==> src/rtl/ram_ctrl_pkg.sv <==
// Shared definitions for the ram_ctrl front-end: FSM encoding and wait-counter sizing.
package ram_ctrl_pkg;

    typedef enum logic [1:0] {
        IDLE = 2'd0,
        WR   = 2'd1,
        RD   = 2'd2,
        RESP = 2'd3
    } state_t;

    localparam int MAX_WAIT = 16;
    localparam int CNT_W    = $clog2(MAX_WAIT);

endpackage

==> src/rtl/ram_ctrl.sv <==
// Valid/ready command front-end for a level-sensitive single-port RAM.
// Address and write data are only updated while chip select is low.
module ram_ctrl
    import ram_ctrl_pkg::*;
#(
    parameter int ADDR_WIDTH = 8,
    parameter int DATA_WIDTH = 8,
    parameter int WR_CYCLES  = 1,
    parameter int RD_CYCLES  = 2
) (
    input  logic                  clk,
    input  logic                  rst,
    input  logic                  cmd_valid,
    output logic                  cmd_ready,
    input  logic                  cmd_we,
    input  logic [ADDR_WIDTH-1:0] cmd_addr,
    input  logic [DATA_WIDTH-1:0] cmd_wdata,
    output logic                  rsp_valid,
    input  logic                  rsp_ready,
    output logic [DATA_WIDTH-1:0] rsp_rdata,
    output logic                  wr_done,
    output logic                  busy,
    output logic [ADDR_WIDTH-1:0] ram_addr,
    output logic [DATA_WIDTH-1:0] ram_wdata,
    input  logic [DATA_WIDTH-1:0] ram_rdata,
    output logic                  ram_cs,
    output logic                  ram_we,
    output logic                  ram_oe
);

    if (WR_CYCLES < 1 || WR_CYCLES > MAX_WAIT) begin : g_bad_wr_cycles
        $error("ram_ctrl: WR_CYCLES=%0d outside 1..%0d", WR_CYCLES, MAX_WAIT);
    end
    if (RD_CYCLES < 1 || RD_CYCLES > MAX_WAIT) begin : g_bad_rd_cycles
        $error("ram_ctrl: RD_CYCLES=%0d outside 1..%0d", RD_CYCLES, MAX_WAIT);
    end

    localparam logic [CNT_W-1:0] WR_LOAD = CNT_W'(WR_CYCLES - 1);
    localparam logic [CNT_W-1:0] RD_LOAD = CNT_W'(RD_CYCLES - 1);

    state_t                state, state_nxt;
    logic [CNT_W-1:0]      cnt, cnt_nxt;
    logic                  accept;

    logic                  cs_d, we_d, oe_d, wr_done_d, busy_d, rsp_valid_d;
    logic [ADDR_WIDTH-1:0] addr_d;
    logic [DATA_WIDTH-1:0] wdata_d, rsp_rdata_d;

    assign cmd_ready = (state == IDLE) && !rst;
    assign accept    = cmd_valid && cmd_ready;

    // NOTE: sequential state uses non-blocking assignments so every register
    // samples the pre-edge values of the others.
    always_ff @(posedge clk) begin
        if (rst) begin
            state     <= IDLE;
            cnt       <= '0;
            ram_cs    <= 1'b0;
            ram_we    <= 1'b0;
            ram_oe    <= 1'b0;
            ram_addr  <= '0;
            ram_wdata <= '0;
            rsp_valid <= 1'b0;
            rsp_rdata <= '0;
            wr_done   <= 1'b0;
            busy      <= 1'b0;
        end else begin
            state     <= state_nxt;
            cnt       <= cnt_nxt;
            ram_cs    <= cs_d;
            ram_we    <= we_d;
            ram_oe    <= oe_d;
            ram_addr  <= addr_d;
            ram_wdata <= wdata_d;
            rsp_valid <= rsp_valid_d;
            rsp_rdata <= rsp_rdata_d;
            wr_done   <= wr_done_d;
            busy      <= busy_d;
        end
    end

    // NOTE: every combinational output gets a default first so no path
    // through the case can infer a latch.
    always_comb begin
        state_nxt = state;
        cnt_nxt   = cnt;
        unique case (state)
            IDLE: begin
                if (accept) begin
                    state_nxt = cmd_we ? WR : RD;
                    cnt_nxt   = cmd_we ? WR_LOAD : RD_LOAD;
                end
            end
            WR: begin
                if (cnt == '0) state_nxt = IDLE;
                else           cnt_nxt   = cnt - 1'b1;
            end
            RD: begin
                if (cnt == '0) state_nxt = RESP;
                else           cnt_nxt   = cnt - 1'b1;
            end
            RESP: begin
                if (rsp_ready) state_nxt = IDLE;
            end
            default: state_nxt = IDLE;
        endcase
    end

    // Strobes are registered from the next state, so they line up exactly
    // with the cycles the FSM spends in WR or RD.
    always_comb begin
        cs_d        = (state_nxt == WR) || (state_nxt == RD);
        we_d        = (state_nxt == WR);
        oe_d        = (state_nxt == RD);
        wr_done_d   = (state_nxt == WR) && (cnt_nxt == '0);
        busy_d      = (state_nxt != IDLE);
        addr_d      = ram_addr;
        wdata_d     = ram_wdata;
        rsp_valid_d = rsp_valid;
        rsp_rdata_d = rsp_rdata;
        if (accept) begin
            addr_d  = cmd_addr;
            wdata_d = cmd_wdata;
        end
        if (state == RD && cnt == '0) begin
            rsp_valid_d = 1'b1;
            rsp_rdata_d = ram_rdata;
        end
        if (state == RESP && rsp_ready) begin
            rsp_valid_d = 1'b0;
        end
    end

endmodule

==> config.mk <==
export PLATFORM = sky130hd
export DESIGN_NAME = ram_ctrl
export DESIGN_NICKNAME = d
export VERILOG_FILES = /design/src/rtl/ram_ctrl_pkg.sv /design/src/rtl/ram_ctrl.sv
export SDC_FILE = /design/constraint.sdc
export NUM_CORES = 1
export LEC_CHECK = 0
export CORE_ASPECT_RATIO = 2
export CORE_MARGIN = 10
export CORE_UTILIZATION = 47
export DETAILED_ROUTE_END_ITERATION = 8
export PLACE_DENSITY = 0.94
export SETUP_SLACK_MARGIN = 0.2
export SYNTH_ARGS = -nofsm -noshare
export SYNTH_HDL_FRONTEND = slang
export SYNTH_SLANG_ARGS = --single-unit
==> constraint.sdc <==
create_clock -name clk -period 6 [get_ports clk]
set_input_delay 1.2 -clock clk [delete_from_list [all_inputs] [get_ports clk]]
set_output_delay 1.2 -clock clk [all_outputs]
set_load 0.005 [all_outputs]
* Yosys cells after proc, flatten, opt, wreduce, memory -nomap -nowiden
Cells that the tools add are included.
W data, S select, Z words.
** Cells by class
- Order comparisons :: 0
- Bitwise logic cells :: 0
- Eq/ne operators :: 5
- Multiplexer cells :: 10
- Div/mod/pow operators :: 0
- Shifts and indexed selects :: 0
- Multiply operators :: 0
- Reduce and logical (&&, ||, !) cells :: 13
- Add/sub/neg operators :: 1
** Operators with widths (number)
- $mux W2 :: 5
- $logic_not A4 Y1 :: 2
- $mux W4 :: 2
- $pmux W2 S4 :: 1
- $pmux W4 S2 :: 1
- $eq A2 B2 Y1 const B :: 3
- $logic_and A1 B1 Y1 :: 5
- $eq A2 B1 Y1 const B :: 2
- $reduce_or A2 Y1 :: 2
- $sub A4 B1 Y4 const B :: 1
- $logic_not A2 Y1 :: 1
- $reduce_bool A2 Y1 :: 1
- $logic_not A1 Y1 :: 1
- $logic_or A1 B1 Y1 :: 1
- $mux W1 :: 1
** Word-level totals
- Bits in read-only memories :: 0
- Flip-flop bits (word level) :: 36
- Memory bits (writable) :: 0
- Latch bits :: 0
- Memories kept :: 0

* Longest topological paths before layout
- Depth after elaboration :: 7
- Depth in mapped cells :: 11
- Gate-level depth less buffers :: 10

* Worst setup path after synthesis
No wires, ideal clock.
- Path type :: input to output
- From :: input rst
- To :: output cmd_ready
- Setup slack :: 2839 ps
- Arrival :: 1961 ps
- Path buffers :: 3
- Stages on the path :: 4
- Required time :: 4800 ps
- Cells stage by stage :: clkbuf_1 > clkbuf_1 > clkbuf_1 > nor2_1
** On the way
- Cells in the longest elaborated chain, start to end :: 2
** RTL lines
- start: declaration :: RTL line ram_ctrl.sv:12 : input logic rst,
- $logic_not A1 Y1 :: RTL line ram_ctrl.sv:49 : assign cmd_ready = (state == IDLE) && !rst;
- $logic_and A1 B1 Y1 :: RTL line ram_ctrl.sv:49
- end: declaration :: RTL line ram_ctrl.sv:14 : output logic cmd_ready,
Every way passes these cells.

* Final worst setup path
Ends and elaborated chain as after synthesis.

==> flow_metrics.tcl <==
set metrics [dict create \
    placement.io_buffers 59 \
    r2r_slack_ns 3.47 \
    postSynthNetCount 224 \
    setup_viol_count_final 0 \
    cts-htree-levels 2 \
    grt_pass1_wl_um 6910 \
    detailedRoute.firstIterationViolations 28 \
    regToRegEndpoint "wr_done$_SDFF_PP0_" \
    placed_cells_incl_taps 269 \
    slew_headroom_pct 69.7 \
    initial_utilization_pct 49.1 \
    wl_um 4410 \
    vdd_drop_max_uv 202 \
    std_cell_rows 29 \
    ys_top_cells_by_area "sky130_fd_sc_hd__dfxtp_1, sky130_fd_sc_hd__nand2_1, sky130_fd_sc_hd__ha_1, sky130_fd_sc_hd__nand2b_1, sky130_fd_sc_hd__o21ai_1" \
    timing_max_transition_violations_final 0 \
    worst_setup_path_startpoint "rst" \
    clock-sinks 36 \
    design.final.nets 284 \
    vias_in_the_first_global_route 1426 \
    average_detailed_routed_wire_length_per_instance_um 16.0 \
    grt_antenna_before_repair 0 \
    postSynthCellCount 185 \
    die_width_um 61.1 \
    run_status "finished, final reports clean" \
    post_route_cells_drive_above_1_share_pct 5.71 \
    critPathArrivalTime_ns 2.21 \
    clkTransAtPathRegs_ns 0.07 \
    final_hold_slack_ns 0.458 \
    clockBufferDepth 2 \
    post_cts_resize_count 0 \
    clkLatencyLatePin_ns 0.28 \
    synth_async_sr_flop_share_pct 0 \
    post_cts.repair.setup_buffers 0 \
    count_of_different_cell_masters_after_synthesis 36 \
    final_clock_skew_ns 0.00590 \
    hold_buffers 0 \
    yosysWarningCount 0 \
    postSynthRegisterBits 36 \
    min_from "rsp_rdata[3]$_SDFFE_PP0P_" \
    drcViolationCount 0 \
    tns_ns 0 \
    synthDominantCellAreaShare_pct 45.4 \
    count_of_final_hold_check_violations 0 \
    global_route.overflow_total 0 \
    globalRouteTotalUtil_pct 14.8 \
    fin_cells 276 \
    required_ns 4.80 \
    highest_fanout_seen_on_the_critical_path 2 \
    cts_tree "yes" \
    number_of_cts_inserted_buffers 5 \
    mean_instance_size_in_the_synthesized_netlist_um2 8.58 \
    critical_path.endpoint_type "output pin" \
    area_growth_pct 43.8 \
    syn_area_mm2 0.00159 \
    post_route_utilization_pct 70.6 \
    fmaxAchievable_ghz 0.293 \
    die_height_um 102 \
    route.antenna.remaining_nets 0 \
    timing.rr.start "cnt[0]$_SDFF_PP0_" \
    synth_seq_area_share_pct 45.4 \
    synth_top_cell_by_area "sky130_fd_sc_hd__dfxtp_1" \
    worst-setup-path-type "in -> out" \
    fp.coreArea_mm2 0.00323 \
    synth_flop_cell "sky130_fd_sc_hd__dfxtp_1" \
    p_leak_nw 0.875 \
    fp.dieArea_mm2 0.00624 \
    power-per-cell-area_mw_per_mm2 283 \
    post_drt_via_cell_ratio 5.29 \
    max_cap_viol_count 0 \
    cp-endpoint "cmd_ready" \
    period_needed_ns 3.41 \
    dr_total_vias 1461 \
    worst-slew-pin-transition_ns 0.454 \
    worstSetupStartpointType "input port" \
    drt_first_pass_iters 4 \
    routabilityCongestion 0.785 \
    clock-root-buffer "sky130_fd_sc_hd__clkbuf_8" \
    io_pins 60 \
    antenna_cells 0 \
    layout_worst_path_cycle_share_pct 56.9 \
    grt_max_degree 40 \
    worst_hold_path_type "reg -> reg" \
    depth_of_the_worst_register_to_register_path 9 \
    hpwl_um 3310 \
    rsz_0062_raised_after_global_routing "false" \
    number_of_synthesized_flops_with_an_enable_pin 0 \
]
## cell usage after synthesis (2+ instances only)
cell type                  count
sky130_fd_sc_hd__inv_1         8
sky130_fd_sc_hd__nor4bb_1      2
sky130_fd_sc_hd__ha_1         10
sky130_fd_sc_hd__o21ai_0       2
sky130_fd_sc_hd__o21ai_1      15
sky130_fd_sc_hd__dfxtp_1      36
sky130_fd_sc_hd__clkbuf_1      8
sky130_fd_sc_hd__nor2b_1       3
sky130_fd_sc_hd__a21oi_1      11
sky130_fd_sc_hd__nand2_1      36
sky130_fd_sc_hd__nor2_1       12
sky130_fd_sc_hd__nor3_1        2
sky130_fd_sc_hd__a211oi_1      2
sky130_fd_sc_hd__nand2b_1     16
## layer usage
| metal | wire length [um] | vias up | share of wire, % | global-route usage (%) |
|---|---|---|---|---|
| met5 | 0 | - | 0 | 0 |
| met4 | 144 | 0 | 3.3 | 7.79 |
| li1 | - | 738 | - | - |
| met3 | 211 | 12 | 4.8 | 3.85 |
| met1 | 1500 | 676 | 34 | 13.7 |
| met2 | 2550 | 35 | 58 | 27.7 |
## per-stage QoR
stage	setup slack, ns	area [um^2]	total power [mW]
after floorplan	2.84	1590	0.392
after global placement	2.58	2200	0.483
after detailed placement	2.57	2200	0.489
after CTS	2.57	2280	0.651
after global routing	2.56	2280	0.686
final	2.59	2280	0.645
## critical path, stage by stage
cell and delay [ns]:
sky130_fd_sc_hd__clkdlybuf4s50_1 0.42, sky130_fd_sc_hd__nor2_1 0.09, sky130_fd_sc_hd__clkdlybuf4s50_1 0.50
## area by class of cell
cell class | instances | area [um^2]
clock buffers | 6 | 72.6
multi-input cells | 132 | 801
flip-flops and latches | 36 | 721
inverters | 8 | 30.0
clock inverters | 1 | 5.00
fillers | 269 | 948
repair buffers | 62 | 613
well taps | 31 | 38.8
## worst min-delay path by stage
stage | to | slack, ns | cells past startpoint
final | rsp_rdata[3]$_SDFFE_PP0P_ | 0.46 | 2
after global routing | rsp_rdata[1]$_SDFFE_PP0P_ | 0.48 | 2
after CTS | rsp_rdata[1]$_SDFFE_PP0P_ | 0.46 | 2
after global placement | rsp_rdata[4]$_SDFFE_PP0P_ | 0.44 | 2
after floorplan | rsp_rdata[0]$_SDFFE_PP0P_ | 0.45 | 2
after detailed placement | rsp_rdata[1]$_SDFFE_PP0P_ | 0.45 | 2
## report_power, final
part           switching [mW]  internal [mW]  leakage, nW
Combinational          0.0902          0.110        0.539
Clock                  0.0797         0.0788       0.0410
Sequential             0.0173          0.269        0.295
Total                   0.187          0.458        0.875
## flip-flops by register name, summed over array words and instances, names as in the netlist
register,count
ram_we,1
rsp_rdata,8
state,2
busy,1
ram_wdata,8
wr_done,1
ram_addr,8
cnt,4
ram_cs,1
rsp_valid,1
ram_oe,1
## cell usage in the layout, fill, tap and decap left out, types with 2 or more instances in the layout
| cell | n |
|---|---|
| sky130_fd_sc_hd__nand2b_1 | 16 |
| sky130_fd_sc_hd__nand2_1 | 36 |
| sky130_fd_sc_hd__nor3_1 | 2 |
| sky130_fd_sc_hd__nor4bb_1 | 2 |
| sky130_fd_sc_hd__dfxtp_1 | 36 |
| sky130_fd_sc_hd__ha_1 | 10 |
| sky130_fd_sc_hd__nor2_1 | 12 |
| sky130_fd_sc_hd__nor2b_1 | 3 |
| sky130_fd_sc_hd__inv_1 | 8 |
| sky130_fd_sc_hd__a211oi_1 | 2 |
| sky130_fd_sc_hd__clkbuf_8 | 5 |
| sky130_fd_sc_hd__buf_4 | 3 |
| sky130_fd_sc_hd__o21ai_0 | 2 |
| sky130_fd_sc_hd__a21oi_1 | 11 |
| sky130_fd_sc_hd__clkdlybuf4s50_1 | 59 |
| sky130_fd_sc_hd__o21ai_1 | 15 |
## kinds of logic after synthesis
logic type / count (synthesis) / share of synthesized area [%]
AOI/OAI and AO/OA: 40 / 15.5
adders and majority gates: 10 / 7.89
DFF: 36 / 45.4
muxes: 2 / 1.34
and+or+nand+nor: 80 / 25.8
buffers and inverters: 17 / 4.10
Note: power is estimated with default switching activity, not from simulation.
